`config.mk`:
```
export PLATFORM = sky130hd
export DESIGN_NAME = writeback_arbiter_flat
export DESIGN_NICKNAME = d
export VERILOG_FILES = /design/src/rtl/writeback_arbiter_pkg.sv /design/src/rtl/writeback_arbiter_if.sv /design/src/rtl/writeback_arbiter_fifo.sv /design/src/rtl/writeback_arbiter.sv /design/src/flat_wrapper.sv
export SDC_FILE = /design/constraint.sdc
export NUM_CORES = 1
export LEC_CHECK = 0
export BUFFER_PORTS_ARGS = -buffer_cell sky130_fd_sc_hd__buf_2
export CAP_MARGIN = 20
export CORE_MARGIN = 2
export CORE_UTILIZATION = 50
export CTS_CLUSTER_SIZE = 20
export DETAILED_ROUTE_END_ITERATION = 10
export GPL_TIMING_DRIVEN = 0
export PLACE_DENSITY_LB_ADDON = 0.2
export SETUP_SLACK_MARGIN = 0.1
export SLEW_MARGIN = 30
export SYNTH_ARGS = -nofsm -noshare
export SYNTH_HDL_FRONTEND = slang
export SYNTH_SLANG_ARGS = --single-unit
```
`constraint.sdc`:
```
create_clock -name clk -period 1.85 [get_ports clk]
set_input_delay 0.0925 -clock clk [delete_from_list [all_inputs] [get_ports clk]]
set_output_delay 0.0925 -clock clk [all_outputs]
set_load 0.03 [all_outputs]
```
`src/rtl/writeback_arbiter_pkg.sv`:
```
// ============================================================================
// Module : pa_pkg
// Brief  : Shared widths, write-back entry type and source encoding.
// Rev    : 1.0
// ============================================================================
`default_nettype none

package pa_pkg;

    localparam int REG_IDX_W = 5;
    localparam int XLEN      = 32;
    localparam int WB_DEPTH  = 4;

    typedef struct packed {
        logic [REG_IDX_W-1:0] rd;
        logic [XLEN-1:0]      data;
    } wb_entry_t;

    typedef enum logic {
        SRC_ALU = 1'b0,
        SRC_MEM = 1'b1
    } wb_src_e;

endpackage

`default_nettype wire

```
`src/rtl/writeback_arbiter_if.sv`:
```
// ============================================================================
// Module : writeback_arbiter_if
// Brief  : Result-source handshakes and register-file write port bundle.
// Rev    : 1.0
// ============================================================================
`default_nettype none

interface writeback_arbiter_if
    import pa_pkg::*;
#(
    parameter int N     = REG_IDX_W,
    parameter int WIDTH = XLEN,
    parameter int DEPTH = WB_DEPTH
);

    logic                       alu_valid;
    logic                       alu_ready;
    logic [N-1:0]               alu_rd;
    logic [WIDTH-1:0]           alu_data;
    logic                       mem_valid;
    logic                       mem_ready;
    logic [N-1:0]               mem_rd;
    logic [WIDTH-1:0]           mem_data;
    logic                       stall;
    logic                       wenable;
    logic [N-1:0]               reg_in;
    logic [WIDTH-1:0]           din;
    logic [$clog2(DEPTH):0]     count;

    modport master (
        output alu_valid, alu_rd, alu_data,
        output mem_valid, mem_rd, mem_data,
        output stall,
        input  alu_ready, mem_ready,
        input  wenable, reg_in, din, count
    );

    modport slave (
        input  alu_valid, alu_rd, alu_data,
        input  mem_valid, mem_rd, mem_data,
        input  stall,
        output alu_ready, mem_ready,
        output wenable, reg_in, din, count
    );

endinterface

`default_nettype wire

```
`src/rtl/writeback_arbiter_fifo.sv`:
```
// ============================================================================
// Module : wb_fifo
// Brief  : Synchronous push/pop FIFO of write-back entries with occupancy.
// Rev    : 1.0
// ============================================================================
`default_nettype none

module wb_fifo
    import pa_pkg::*;
#(
    parameter int DEPTH = WB_DEPTH
) (
    input  wire logic                   clk,
    input  wire logic                   rst,
    input  wire logic                   i_push,
    input  wire wb_entry_t              i_data,
    input  wire logic                   i_pop,
    output wb_entry_t                   o_head,
    output logic [$clog2(DEPTH):0]      o_count,
    output logic                        o_full,
    output logic                        o_empty
);

    localparam int c_PW = $clog2(DEPTH);
    localparam int c_CW = c_PW + 1;

    wb_entry_t          r_mem [DEPTH];
    logic [c_PW-1:0]    r_wptr;
    logic [c_PW-1:0]    r_rptr;
    logic [c_CW-1:0]    r_count;
    logic               w_do_push;
    logic               w_do_pop;

    assign o_full    = (r_count == c_CW'(DEPTH));
    assign o_empty   = (r_count == '0);
    assign w_do_push = i_push && !o_full;
    assign w_do_pop  = i_pop && !o_empty;
    assign o_head    = r_mem[r_rptr];
    assign o_count   = r_count;

    // Payload storage carries no reset; validity is tracked by r_count alone.
    always_ff @(posedge clk) begin
        if (w_do_push) begin
            r_mem[r_wptr] <= i_data;
        end
    end

    always_ff @(posedge clk or negedge rst) begin
        if (!rst) begin
            r_wptr  <= '0;
            r_rptr  <= '0;
            r_count <= '0;
        end else begin
            if (w_do_push) begin
                r_wptr <= r_wptr + 1'b1;
            end
            if (w_do_pop) begin
                r_rptr <= r_rptr + 1'b1;
            end
            case ({w_do_push, w_do_pop})
                2'b10:   r_count <= r_count + 1'b1;
                2'b01:   r_count <= r_count - 1'b1;
                default: r_count <= r_count;
            endcase
        end
    end

endmodule

`default_nettype wire

```
`src/rtl/writeback_arbiter.sv`:
```
// ============================================================================
// Module : writeback_arbiter
// Brief  : Round-robin ALU/load result arbiter feeding a buffered RF write port.
// Rev    : 1.0
// ============================================================================
`default_nettype none

module writeback_arbiter
    import pa_pkg::*;
#(
    parameter int N     = REG_IDX_W,
    parameter int WIDTH = XLEN,
    parameter int DEPTH = WB_DEPTH
) (
    input  wire logic           clk,
    input  wire logic           rst,
    writeback_arbiter_if.slave  bus
);

    wb_src_e                    r_last_grant;
    logic                       w_sel_alu;
    logic                       w_sel_mem;
    logic                       w_can_accept;
    logic                       w_alu_ready;
    logic                       w_mem_ready;
    logic                       w_xfer;
    logic [N-1:0]               w_rd;
    logic [WIDTH-1:0]           w_data;
    logic                       w_push;
    logic                       w_wen;
    wb_entry_t                  w_entry;
    wb_entry_t                  w_head;
    logic [$clog2(DEPTH):0]     w_count;
    logic                       w_full;
    logic                       w_empty;

    // On a tie the source that did not win the previous transfer is chosen.
    assign w_sel_mem    = bus.mem_valid && (!bus.alu_valid || (r_last_grant == SRC_ALU));
    assign w_sel_alu    = bus.alu_valid && !w_sel_mem;
    // Readies are held low throughout reset, not just after it.
    assign w_can_accept = rst && !w_full;
    assign w_alu_ready  = w_sel_alu && w_can_accept;
    assign w_mem_ready  = w_sel_mem && w_can_accept;
    assign w_xfer       = w_alu_ready || w_mem_ready;

    assign w_rd    = w_mem_ready ? bus.mem_rd   : bus.alu_rd;
    assign w_data  = w_mem_ready ? bus.mem_data : bus.alu_data;
    assign w_push  = w_xfer && (w_rd != '0);
    assign w_entry = '{rd: REG_IDX_W'(w_rd), data: XLEN'(w_data)};

    assign w_wen = !w_empty && !bus.stall;

    always_ff @(posedge clk or negedge rst) begin
        if (!rst) begin
            r_last_grant <= SRC_MEM;
        end else if (w_xfer) begin
            r_last_grant <= w_mem_ready ? SRC_MEM : SRC_ALU;
        end
    end

    wb_fifo #(
        .DEPTH   (DEPTH)
    ) u_fifo (
        .clk     (clk),
        .rst     (rst),
        .i_push  (w_push),
        .i_data  (w_entry),
        .i_pop   (w_wen),
        .o_head  (w_head),
        .o_count (w_count),
        .o_full  (w_full),
        .o_empty (w_empty)
    );

    assign bus.alu_ready = w_alu_ready;
    assign bus.mem_ready = w_mem_ready;
    assign bus.wenable   = w_wen;
    assign bus.reg_in    = w_empty ? '0 : N'(w_head.rd);
    assign bus.din       = w_empty ? '0 : WIDTH'(w_head.data);
    assign bus.count     = w_count;

endmodule

`default_nettype wire

```
`src/flat_wrapper.sv`:
```
// flat-port wrapper written by rule: the top's interface ports become plain ports
module writeback_arbiter_flat import pa_pkg::*;
#(
    parameter int N     = REG_IDX_W,
    parameter int WIDTH = XLEN,
    parameter int DEPTH = WB_DEPTH
)
  (clk, rst, bus_alu_valid, bus_alu_rd, bus_alu_data, bus_mem_valid, bus_mem_rd, bus_mem_data, bus_stall, bus_alu_ready, bus_mem_ready, bus_wenable, bus_reg_in, bus_din, bus_count);
  writeback_arbiter_if #(.N(N), .WIDTH(WIDTH), .DEPTH(DEPTH)) bus_i ();
  input  wire logic clk;
  input  wire logic rst;
  input wire logic [$bits(bus_i.alu_valid)-1:0] bus_alu_valid;
  input wire logic [$bits(bus_i.alu_rd)-1:0] bus_alu_rd;
  input wire logic [$bits(bus_i.alu_data)-1:0] bus_alu_data;
  input wire logic [$bits(bus_i.mem_valid)-1:0] bus_mem_valid;
  input wire logic [$bits(bus_i.mem_rd)-1:0] bus_mem_rd;
  input wire logic [$bits(bus_i.mem_data)-1:0] bus_mem_data;
  input wire logic [$bits(bus_i.stall)-1:0] bus_stall;
  output wire logic [$bits(bus_i.alu_ready)-1:0] bus_alu_ready;
  output wire logic [$bits(bus_i.mem_ready)-1:0] bus_mem_ready;
  output wire logic [$bits(bus_i.wenable)-1:0] bus_wenable;
  output wire logic [$bits(bus_i.reg_in)-1:0] bus_reg_in;
  output wire logic [$bits(bus_i.din)-1:0] bus_din;
  output wire logic [$bits(bus_i.count)-1:0] bus_count;
  assign bus_i.alu_valid = bus_alu_valid;
  assign bus_i.alu_rd = bus_alu_rd;
  assign bus_i.alu_data = bus_alu_data;
  assign bus_i.mem_valid = bus_mem_valid;
  assign bus_i.mem_rd = bus_mem_rd;
  assign bus_i.mem_data = bus_mem_data;
  assign bus_i.stall = bus_stall;
  assign bus_alu_ready = bus_i.alu_ready;
  assign bus_mem_ready = bus_i.mem_ready;
  assign bus_wenable = bus_i.wenable;
  assign bus_reg_in = bus_i.reg_in;
  assign bus_din = bus_i.din;
  assign bus_count = bus_i.count;
  writeback_arbiter #(.N(N), .WIDTH(WIDTH), .DEPTH(DEPTH)) u_core (.clk(clk), .rst(rst), .bus(bus_i));
endmodule
```
* After elaboration in Yosys (flattened, before gate mapping)
Memories as Yosys holds them, arrays and structs flattened.
Cells that the tools add are included.
W data, S select, Z words.
** Cells by class
- $add $sub $neg :: 4
- Equality and inequality tests :: 3
- Muxes and demuxes :: 8
- Bitwise operators :: 1
- Reduce and logical (&&, ||, !) cells :: 19
** Operators with widths (count)
- $mux W32 :: 2
- $mux W5 :: 2
- $logic_and A1 B1 Y1 :: 9
- $pmux W3 S2 :: 1
- $logic_not A1 Y1 :: 5
- $reduce_bool A5 Y1 :: 1
- $add A2 B1 Y2 const B :: 2
- $add A3 B1 Y3 const B :: 1
- $eq A3 B3 Y1 const B :: 1
- $logic_not A3 Y1 :: 1
- $mux W1 :: 3
- $sub A3 B1 Y3 const B :: 1
- $eq A2 B1 Y1 const B :: 1
- $eq A2 B2 Y1 const B :: 1
- $logic_or A1 B1 Y1 :: 2
- $reduce_bool A2 Y1 :: 1
- $not A1 Y1 :: 1
** Storage, ports and cells
- Bits in registers :: 8
- Bits in writable memories :: 148
- Input port bits :: 79
- Output and inout port bits :: 43
- Logic and storage cells :: 40
- Memories :: 1
** Memories
- u_core.u_fifo.r_mem :: depth 4, bits a word 37, rd ports 1, clocked after memory_dff 0, wr ports 1, RTL line writeback_arbiter_fifo.sv:27 : wb_entry_t r_mem [DEPTH];

* Depth between registers and ports, before layout
Gate-level depths: netlist of run 1.
- Depth in word-level cells :: 11
- Mapped depth :: 10
- Gate-level depth less buffers :: 10

* Modules after synthesis
From an unflattened synthesis of run 1, not the netlist that was laid out.
** Second synthesis, totals
- Cells, all modules :: 328
- Area total of the unflattened synthesis :: 6598.8 µm²
** Modules (own cells, without submodules)
- wb_fifo :: instances 1, cells each 230, area an instance 5755.5 µm², sequential area each 4619.4 µm²
- writeback_arbiter :: instances 1, cells each 98, area an instance 843.3 µm², sequential area each 26.3 µm²

* Least setup slack after synthesis of run 1
OpenSTA, ideal clock, no wires.
- Path type :: flip-flop to flip-flop
- From :: register u_core.u_fifo.r_count[0] (netlist: u_core.u_fifo.o_count[0])
- To :: register u_core.u_fifo.r_count[2] (netlist: u_core.u_fifo.o_count[2])
- Library setup time :: 0.080 ns
- Data arrival time :: 2.509 ns
- Data required time :: 1.770 ns
- Slack :: -0.738 ns
- Stages on the path, launching flop included :: 10
- Buffers on the path :: 1
- Period minus slack after synthesis :: 2.588 ns
- Cell sequence :: dfrtp_1 nor3_1 clkbuf_1 nor2_1 ha_1 inv_1 fa_1 xor2_1 nor2_1 xnor2_1
** Between the ends
- Elaborated cells between the ends (all ways) :: 20
- Those cells by class :: add/sub: 2; eq/ne: 3; mux: 2; reduce/logical: 13
** RTL lines
- start: declaration :: RTL line writeback_arbiter_fifo.sv:30 : logic [c_CW-1:0] r_count;
- start signal: assignment :: RTL line writeback_arbiter_fifo.sv:61 : 2'b10: r_count <= r_count + 1'b1;
- start signal: assignment :: RTL line writeback_arbiter_fifo.sv:62 : 2'b01: r_count <= r_count - 1'b1;
- start signal: assignment :: RTL line writeback_arbiter_fifo.sv:63 : default: r_count <= r_count;
- $logic_not A3 Y1 (*) :: RTL line writeback_arbiter_fifo.sv:35 : assign o_empty = (r_count == '0);
- $logic_not A1 Y1 (*) :: RTL line writeback_arbiter.sv:51 : assign w_wen = !w_empty && !bus.stall;
- $logic_and A1 B1 Y1 (*) :: RTL line writeback_arbiter.sv:51
- via bus_wenable :: RTL line flat_wrapper.sv:21 : output wire logic [$bits(bus_i.wenable)-1:0] bus_wenable;
- $logic_and A1 B1 Y1 (*) :: RTL line writeback_arbiter_fifo.sv:37 : assign w_do_pop = i_pop && !o_empty;
- $eq A2 B1 Y1 / $eq A2 B2 Y1 (equally long branches) :: RTL line writeback_arbiter_fifo.sv:60 : case ({w_do_push, w_do_pop})
- $pmux W3 S2 / $reduce_bool A2 Y1 (equally long branches)
Mark *: on every way through the listed nets, which the timed path passes. The rest lies on a longest branch.
A chain may end at the register's enable or synchronous reset.

* Worst setup path in the final report of run 1
- From :: register u_core.u_fifo.r_rptr[0]
- To :: output bus_din[1]
** Between the ends
- Word-level cells in the longest chain between the ends :: 2
** RTL lines
- start: declaration :: RTL line writeback_arbiter_fifo.sv:29 : logic [c_PW-1:0] r_rptr;
- start signal: assignment :: RTL line writeback_arbiter_fifo.sv:58 : r_rptr <= r_rptr + 1'b1;
- $mem_v2 Z4 W37
- $mux W32 :: RTL line writeback_arbiter.sv:79 : assign bus.din = w_empty ? '0 : WIDTH'(w_head.data);
- end: declaration :: RTL line flat_wrapper.sv:23 : output wire logic [$bits(bus_i.din)-1:0] bus_din;
No other way between the ends.

==> results of run 1 <==
## what timing repair did
action | CTS | global route
hold buffers | 18 | 3
endpoints found under the hold margin | 42 | 8
pin swaps | 9 | 2
endpoints found under the setup margin | 337 | 325
buffers inserted | 37 | 7
gates resized for setup | 101 | 43
gates cloned | 5 | 5
## kinds of logic after synthesis
family | count (synthesis) | synth area share
DFF | 156 | 0.7090
xor gates and xnor gates | 6 | 0.008020
adders and majority gates | 6 | 0.01260
and+or+nand+nor | 52 | 0.04908
buffers and inverters | 24 | 0.01776
AOI/OAI and AO/OA | 6 | 0.008975
muxes | 76 | 0.1946
## flip-flops by register name (all words and copies together), names as in the netlist
| name | cells |
|---|---|
| u_core.r_last_grant | 1 |
| u_core.u_fifo.o_count | 3 |
| u_core.u_fifo.r_mem | 148 |
| u_core.u_fifo.r_rptr | 2 |
| u_core.u_fifo.r_wptr | 2 |
## worst max-delay path, delay by kind of cell (launching register included)
kind,cells,cell delay (ns)
muxes,1,0.51
DFF,1,0.43
buffers and inverters,3,0.42
and+or+nand+nor,1,0.15
## per-layer routing
metal | wire length (um) | part of all wire
met5 | 0 | 0
met4 | 240 | 0.016
met1 | 6151 | 0.41
met3 | 766 | 0.051
met2 | 7993 | 0.53
## cells in the final DEF (no fill, tap or decap), types with 2 or more instances in the layout
master / count
dfrtp_2: 4
buf_6: 33
nor2b_1: 21
clkinvlp_4: 5
xor2_1: 2
mux4_2: 37
buf_4: 16
or4_1: 2
nand2_1: 2
buf_2: 103
buf_12: 23
edfxtp_1: 148
inv_2: 3
xnor2_1: 4
buf_8: 2
ha_1: 4
bufinv_16: 3
dfrtp_1: 3
clkbuf_16: 23
nor2b_4: 15
clkbuf_2: 2
clkinv_2: 4
inv_1: 4
and2_4: 8
dlygate4sd3_1: 21
mux2_4: 38
## power groups by stage
stage	clock, W	combinational, W	sequential [W]
2_1_floorplan	0	0.00383	0.00483
3_3_place_gp	0	0.00520	0.00479
3_5_place_dp	0	0.00524	0.00482
5_1_grt	0.00362	0.00768	0.00481
4_1_cts	0.00347	0.00674	0.00476
6_report	0.00345	0.00730	0.00476
## worst max path at each step
| stage | startpoint | slack (ns) | endpoint |
|---|---|---|---|
| detailed placement | bus_mem_rd[3] | -0.35 | u_core.u_fifo.o_count[2] |
| finish | u_core.u_fifo.r_rptr[0] | -0.18 | bus_din[1] |
| CTS | u_core.u_fifo.r_rptr[0] | -0.18 | bus_din[5] |
| global placement | bus_mem_rd[3] | -0.32 | u_core.u_fifo.o_count[2] |
| floorplan | u_core.u_fifo.o_count[0] | -0.13 | u_core.u_fifo.o_count[2] |
| global route | u_core.u_fifo.r_rptr[0] | -0.24 | bus_din[1] |
## cell type report
type,count,area share
clock buffers,18,0.04498
flip-flops and latches,156,0.4875
clock inverters,13,0.01587
inverters,8,0.003410
repair buffers,192,0.1765
plain buffers,16,0.02295
multi-input cells,150,0.2262
well taps,172,0.02256
## stage by stage
step	hold WS, ns	instances	util	setup slack [ns]	TNS, ns
2_1_floorplan	-0.2031	326	-	-0.1286	-0.2043
3_3_place_gp	-0.03560	619	0.5915	-0.3218	-45.99
3_5_place_dp	-0.02540	619	0.5915	-0.3459	-49.21
4_1_cts	0.0004257	710	0.7201	-0.1835	-6.345
5_1_grt	-0.001250	725	0.7499	-0.2391	-10.14
6_report	0.0001462	725	0.7499	-0.1810	-5.419
==> impl_metrics.tcl, run 1 <==
set metrics [dict create \
    status "finished with violations" \
    failed_checks "setup timing" \
    synthesis.area_mm2 0.006553 \
    slowest_delay_ns 0.51 \
    multi_input_comb_area_mm2 0.002158 \
    place_area_mm2 0.007525 \
    p_leak_nw 3.761 \
    min_delay_path_depth 2 \
    regToRegStartpoint "u_core.u_fifo.o_count[1]" \
    finalHoldViolCount 0 \
    pin_count 122 \
    reg2regPathDepth 10 \
    antennaDiodeCount 0 \
    setup_ws_ns -0.1810 \
    synth_top_flop_cell "edfxtp_1" \
    crit_type "reg2out" \
    vias 3876 \
    die_w_um 118.5 \
    arrival_ns 1.94 \
    seq_power_share 0.307 \
    cp-end-kind "output pin" \
    postLayoutCellArea_mm2 0.009540 \
    grt_util_all_layers 0.2155 \
    synth.most_common_cell "edfxtp_1" \
    use_met3 0.05068 \
    overflow 0 \
    yosysWarnings 0 \
    grt_pass1_vias 4048 \
    tritoncts "yes" \
    nFillCells 762 \
    yosysUniqueCellTypes 31 \
    pwr-share-comb 0.470 \
    drc 0 \
    synth-edff-count 148 \
    pwr-share-clk 0.222 \
    final.setup_skew_ns 0.005649 \
    grt_pass1_wl_um 22110 \
    p_switching_w 0.005237 \
    rsz0062_at_grt "yes" \
    worst_pin_slew_ns 0.4675 \
    synth.area.top_cells "edfxtp_1 (68%), mux4_2 (13%), mux2_2 (6.4%)" \
    synthCells 326 \
    drt-total-wl_um 15150 \
    power.total_w 0.01551 \
    cp.required_ns 1.76 \
    hold-path-endpoint "u_core.u_fifo.r_mem[1][27]" \
    drt_pass1_iterations 4 \
    synth_top_cell_area_share 0.6783 \
    placement.io_buffers 121 \
    r2r_end "u_core.u_fifo.o_count[2]" \
    cts_sinks 156 \
    cp_slowest_cell "mux4_2" \
    p_int_w 0.01027 \
    antenna_found_initial 1 \
    die_h_um 118.5 \
    fin_nets 626 \
    dp.final_hpwl_um 7438 \
    hp-class "in2reg" \
    p_sw_frac 0.3377 \
    grtUsageMet2 0.3775 \
    place.gp.congestion 0.7398 \
    cts_buffer_depth 2 \
    initialDrtViolationCount 243 \
    hold_start "bus_alu_data[27]" \
    finalSetupViolations 63 \
    row_count 41 \
    ys_ff_latch 156 \
    top_usage_layer "met2" \
    ys_top_cells_by_count "edfxtp_1 (148), mux2_2 (37), mux4_2 (37)" \
    clock_latency_ns 0.42 \
    die-area_mm2 0.01404 \
    area_growth_pct 45.60 \
    drt.antenna.violating_nets 0 \
    viasPerCell 5.346 \
    start_kind "register" \
    fmax_mhz 492.4 \
    h-tree-depth 4 \
    cpMostUsedCell "buf_12" \
    grt_max_degree 17 \
    coreArea_mm2 0.01272 \
    drive_gt1_frac 0.6022 \
    cellPowerDensity_mw_per_mm2 1626 \
    grt_use_met1 0.2624 \
    peakVddDrop_mv 1.225 \
    cp_max_fo 6 \
    synth_area_per_cell_um2 20.10 \
    initial_core_util 0.5150 \
    routedWlPerCell_um 20.90 \
    worst-r2r-setup-slack_ns -0.14 \
    seq_area_mm2 0.004651 \
    cts_buffers 17 \
    clkSlewWorstSetupHoldPaths_ns 0.06 \
    ys_seq_area_frac 0.7090 \
    slew_headroom 0.6873 \
    maxSlewViolCount 0 \
    path_cells "buf_12 > buf_12 > mux4_2 > nor2b_4 > buf_6" \
    synth_area_leader_cell "edfxtp_1" \
    root_buffer "clkbuf_16" \
    finalCritPeriodShare 1.098 \
    synthArstFlopShare 0.05128 \
    syn_nets 411 \
    cap_violations 0 \
    finalCriticalPeriod_ns 2.031 \
]
Note: power is estimated with default switching activity, not from simulation.
==> inputs of run 2 (changes only) <==
--- a/config.mk
+++ b/config.mk
@@ -7,8 +7,10 @@
 export LEC_CHECK = 0
 export BUFFER_PORTS_ARGS = -buffer_cell sky130_fd_sc_hd__buf_2
 export CAP_MARGIN = 20
+export CELL_PAD_IN_SITES_DETAIL_PLACEMENT = 2
+export CELL_PAD_IN_SITES_GLOBAL_PLACEMENT = 2
 export CORE_MARGIN = 2
-export CORE_UTILIZATION = 50
+export CORE_UTILIZATION = 37
 export CTS_CLUSTER_SIZE = 20
 export DETAILED_ROUTE_END_ITERATION = 10
 export GPL_TIMING_DRIVEN = 0
==> impl_metrics.tcl, run 2 (same netlist as run 1, synthesis figures left out) <==
set metrics [dict create \
    status "finished with violations" \
    failed_checks "setup timing" \
    hp-class "in2reg" \
    antenna_found_initial 0 \
    finalCritPeriodShare 1.167 \
    initialDrtViolationCount 283 \
    dp.final_hpwl_um 9823 \
    peakVddDrop_mv 1.128 \
    antennaDiodeCount 0 \
    cp_slowest_cell "dfrtp_2" \
    r2r_end "u_core.u_fifo.o_count[2]" \
    fmax_mhz 463.3 \
    drt.antenna.violating_nets 0 \
    p_leak_nw 4.069 \
    cp-end-kind "register" \
    final.setup_skew_ns 0.01641 \
    reg2regPathDepth 10 \
    row_count 48 \
    postLayoutCellArea_mm2 0.01026 \
    grt_pass1_vias 4661 \
    worst_pin_slew_ns 0.5349 \
    cts_buffers 17 \
    cts_sinks 156 \
    finalSetupViolations 339 \
    placement.io_buffers 121 \
    die_h_um 137.1 \
    tritoncts "yes" \
    grt_util_all_layers 0.2477 \
    largest_register "u_core.u_fifo.r_mem" \
    cellPowerDensity_mw_per_mm2 1683 \
    die_w_um 137.1 \
    hold_ws_ns 0.005004 \
    finalHoldViolCount 0 \
    initial_core_util 0.3788 \
    worst-r2r-setup-slack_ns -0.31 \
    finalCriticalPeriod_ns 2.158 \
    utilization 0.5932 \
    setup_ws_ns -0.3083 \
    start_kind "register" \
    cp_top_family "adder cells" \
    cpMostUsedCell "inv_2" \
    clock_latency_ns 0.44 \
    rsz0062_at_grt "yes" \
    arrival_ns 2.50 \
    grt_max_degree 17 \
    overflow 0 \
    drc 0 \
    mostFrequentLayoutCell "edfxtp_1" \
    cts_buffer_depth 2 \
    cp_max_fo 5 \
    die-area_mm2 0.01879 \
    slew_headroom 0.6422 \
    fin_nets 657 \
    maxSlewViolCount 0 \
    viasPerCell 5.112 \
    drive_gt1_frac 0.6239 \
    nFillCells 1461 \
    layout_common_cells "edfxtp_1 (148), buf_2 (81), buf_6 (41)" \
    pin_count 122 \
    hold-path-endpoint "u_core.u_fifo.r_mem[0][25]" \
    place_area_mm2 0.007591 \
    crit_type "reg2reg" \
    drt_pass1_iterations 4 \
    dp.cells 672 \
    stdcell_count 810 \
    path_buf_inv 3 \
    area_growth_pct 56.60 \
    hold_start "bus_alu_data[25]" \
    power.total_w 0.01727 \
    path_cells "buf_12 > o31ai_4 > a21oi_4 > inv_2 > ha_4 > inv_2 > fa_2 > xor2_2 > nor2_2 > xnor2_1" \
    drt-total-wl_um 22490 \
    cap_violations 0 \
    grt_pass1_wl_um 31670 \
    vias 4141 \
    coreArea_mm2 0.01730 \
    min_delay_path_depth 2 \
    root_buffer "clkbuf_16" \
    regToRegStartpoint "u_core.u_fifo.o_count[0]" \
    h-tree-depth 4 \
    largest_register_ffs 148 \
    slowest_delay_ns 0.45 \
    place.gp.congestion 0.6996 \
    cp.required_ns 2.19 \
    routedWlPerCell_um 27.76 \
    clkSlewWorstSetupHoldPaths_ns 0.07 \
]
## run 2: changes by cell type in the layout (fill, tap and decap cells not counted), moves of 6 or more
cell | before | now
buf_16 | 1 | 7
buf_12 | 23 | 36
buf_4 | 16 | 38
dlygate4sd3_1 | 21 | 29
buf_2 | 103 | 81
buf_6 | 33 | 41
## run 2: timing repair
action	4_1_cts	5_1_grt
pin swaps	15	6
hold buffers	27	2
resized for setup	152	54
cloned	12	2
setup buffers	55	11
endpoints found under the setup margin	338	339
hold endpoints to repair	69	3
## run 2: worst max-delay path by stage
stage / from / end / slack, ns / depth (start not counted)
floorplan: u_core.u_fifo.o_count[0] / u_core.u_fifo.o_count[2] / -0.13 / 9
global placement: bus_mem_rd[3] / u_core.u_fifo.o_count[2] / -0.32 / 11
detailed placement: bus_mem_rd[3] / u_core.u_fifo.o_count[2] / -0.42 / 11
CTS: u_core.u_fifo.r_rptr[0] / bus_din[4] / -0.20 / 5
global route: u_core.u_fifo.o_count[0] / u_core.u_fifo.o_count[2] / -0.38 / 10
finish: u_core.u_fifo.o_count[0] / u_core.u_fifo.o_count[2] / -0.31 / 10
## run 2: through the flow
step           setup TNS (ns)  worst slack (ns)
3_3_place_gp           -50.49           -0.3248
2_1_floorplan         -0.2043           -0.1286
5_1_grt                -74.52           -0.3805
3_5_place_dp           -59.71           -0.4208
6_report               -59.96           -0.3083
4_1_cts                -15.92           -0.1975
## run 2: layout make-up
cell class / instances / area, um2 / share of cell area
tap: 225 / 281.5 / 0.02744
clock buffer: 17 / 425.4 / 0.04146
multi-input combinational: 150 / 2228 / 0.2172
buffer: 15 / 220.2 / 0.02146
inverter: 8 / 35.03 / 0.003414
sequential: 156 / 4651 / 0.4532
timing repair buffer: 224 / 2242 / 0.2185
clock inverter: 15 / 177.7 / 0.01731
## run 2: report_power, final
group,switching (W),leakage (nW),internal (W)
combinational,0.00427,2.34,0.00443
clock,0.00149,0.300,0.00223
sequential,0.000277,1.43,0.00457
total,0.00604,4.07,0.0112
## run 2: worst reg2reg max path: stages (launching register included)
cell and delay (ns):
dfrtp_2 0.45, buf_12 0.15, o31ai_4 0.32, a21oi_4 0.07
inv_2 0.08, ha_4 0.14, inv_2 0.04, fa_2 0.36
xor2_2 0.17, nor2_2 0.14, xnor2_1 0.15
## run 2: per-layer routing
metal  share of wire  vias to the layer above  GRT usage
met5               0                        -          0
met4           0.020                        0    0.08190
met3           0.045                       29    0.04593
met2            0.56                      132     0.4536
met1            0.38                     2185     0.2920
li1                -                     1795          -
==> inputs of run 3 (changes only) <==
--- a/config.mk
+++ b/config.mk
@@ -6,11 +6,10 @@
 export NUM_CORES = 1
 export LEC_CHECK = 0
 export BUFFER_PORTS_ARGS = -buffer_cell sky130_fd_sc_hd__buf_2
-export CAP_MARGIN = 20
 export CELL_PAD_IN_SITES_DETAIL_PLACEMENT = 2
 export CELL_PAD_IN_SITES_GLOBAL_PLACEMENT = 2
 export CORE_MARGIN = 2
-export CORE_UTILIZATION = 37
+export CORE_UTILIZATION = 44
 export CTS_CLUSTER_SIZE = 20
 export DETAILED_ROUTE_END_ITERATION = 10
 export GPL_TIMING_DRIVEN = 0
==> constraint.sdc (replaced) <==
create_clock -name clk -period 2.5 [get_ports clk]
set_input_delay 0.125 -clock clk [delete_from_list [all_inputs] [get_ports clk]]
set_output_delay 0.125 -clock clk [all_outputs]
set_load 0.03 [all_outputs]
==> impl_metrics.tcl, run 3 (same netlist as run 1, synthesis figures left out) <==
set metrics [dict create \
    pin_count 122 \
    place.gp.congestion 0.6807 \
    mostFrequentLayoutCell "edfxtp_1" \
    grt_pass1_vias 4192 \
    nFillCells 1284 \
    final.setup_skew_ns 0.005762 \
    peakVddDrop_mv 0.5912 \
    crit_type "reg2out" \
    cellPowerDensity_mw_per_mm2 1229 \
    h-tree-depth 4 \
    initialDrtViolationCount 183 \
    row_count 44 \
    placement.io_buffers 121 \
    setup_tns_ns 0 \
    grt_util_all_layers 0.2217 \
    area_growth_pct 21.62 \
    antennaDiodeCount 0 \
    stdcell_count 664 \
    drt_pass1_iterations 4 \
    status "finished, final reports clean" \
    drt.antenna.violating_nets 0 \
    clkSlewWorstSetupHoldPaths_ns 0.06 \
    cts_buffer_depth 2 \
    grt_pass1_wl_um 25500 \
    hp-class "in2reg" \
    die_w_um 126.0 \
    finalCritPeriodShare 0.9160 \
    cp-end-kind "output pin" \
    overflow 0 \
    drc 0 \
    rsz0062_at_grt "yes" \
    postLayoutCellArea_mm2 0.007969 \
    multi_input_comb_area_mm2 0.001831 \
    initial_core_util 0.4508 \
    coreArea_mm2 0.01453 \
    grt_max_degree 38 \
    utilization 0.5483 \
    die-area_mm2 0.01588 \
    vias 3562 \
    seq_area_mm2 0.004648 \
    maxSlewViolCount 0 \
    arrival_ns 2.16 \
    cts_buffers 17 \
    largest_register_ffs 148 \
    fmax_mhz 436.7 \
    viasPerCell 5.364 \
    routedWlPerCell_um 25.00 \
    fin_nets 552 \
    clock_latency_ns 0.42 \
    largest_register "u_core.u_fifo.r_mem" \
    tritoncts "yes" \
    cts_sinks 156 \
    slew_headroom 0.5378 \
    cap_violations 0 \
    cp_max_fo 10 \
    dp.final_hpwl_um 10750 \
    start_kind "register" \
    root_buffer "clkbuf_16" \
    worst_pin_slew_ns 0.6933 \
    finalSetupViolations 0 \
    antenna_found_initial 0 \
    place_area_mm2 0.007396 \
    power.total_w 0.009793 \
    finalHoldViolCount 0 \
    cp.required_ns 2.38 \
    finalCriticalPeriod_ns 2.290 \
    p_leak_nw 2.913 \
    drt-total-wl_um 16600 \
    dp.cells 631 \
    die_h_um 126.0 \
    drive_gt1_frac 0.5125 \
    layout_common_cells "edfxtp_1 (148), buf_2 (127), mux2_2 (37), mux4_2 (37), nor2b_1 (36)" \
]
-- run 3: worst max-delay path, stage by stage, from the launching register on --
cell and delay, ns:
dfrtp_1 0.40, buf_4 0.27, buf_6 0.22, mux4_2 0.51, nor2b_1 0.17, buf_2 0.18
-- run 3: repair_timing --
action | 4_1_cts | 5_1_grt
hold endpoints to repair | 8 | 0
hold buffers | 1 | 0
gates cloned | 0 | 0
gates resized for setup | 9 | 5
buffers inserted | 0 | 0
pin swaps | 0 | 0
setup endpoints to repair | 36 | 14
-- run 3: path summary, 6_finish.rpt --
path                       cells after the start                        end  slack (ns)                startpoint
max in group asynchronous                      2        u_core.r_last_grant        2.09                       rst
min in group asynchronous                      2   u_core.u_fifo.o_count[2]        0.13                       rst
hold reg to reg                                1        u_core.r_last_grant        0.52       u_core.r_last_grant
setup reg to reg                               9   u_core.u_fifo.o_count[2]        0.24  u_core.u_fifo.o_count[0]
hold / removal                                 2  u_core.u_fifo.r_mem[0][2]        0.06           bus_alu_data[2]
setup / recovery                               5                bus_din[26]        0.21   u_core.u_fifo.r_rptr[0]
-- run 3: metal layers --
metal | GRT usage | share of wire
met4 | 0.07563 | 0.017
met3 | 0.03526 | 0.035
met5 | 0 | 0
met2 | 0.4035 | 0.56
met1 | 0.2691 | 0.39
-- run 3: power breakdown --
part | total, W | internal (W) | switching [W]
registers | 0.00358 | 0.00339 | 0.000197
logic | 0.00393 | 0.00148 | 0.00245
clock network | 0.00228 | 0.00134 | 0.000936
-- run 3: layout make-up --
type	count	share of cell area
Clock inverter	4	0.002198
Inverter	8	0.003768
Tap cell	184	0.02889
Buffer	16	0.01256
Multi-Input combinational cell	146	0.2297
Sequential cell	156	0.5833
Timing Repair Buffer	122	0.07725
Clock buffer	28	0.06233
-- run 3: stage by stage --
step                      setup slack, ns  hold slack (ns)
after floorplan                    0.1245          -0.1706
after global placement            0.02539        -0.003765
after detailed placement         -0.08017          0.01088
after CTS                          0.1274          0.04829
after global routing              0.09457          0.06846
final                              0.2100          0.06135
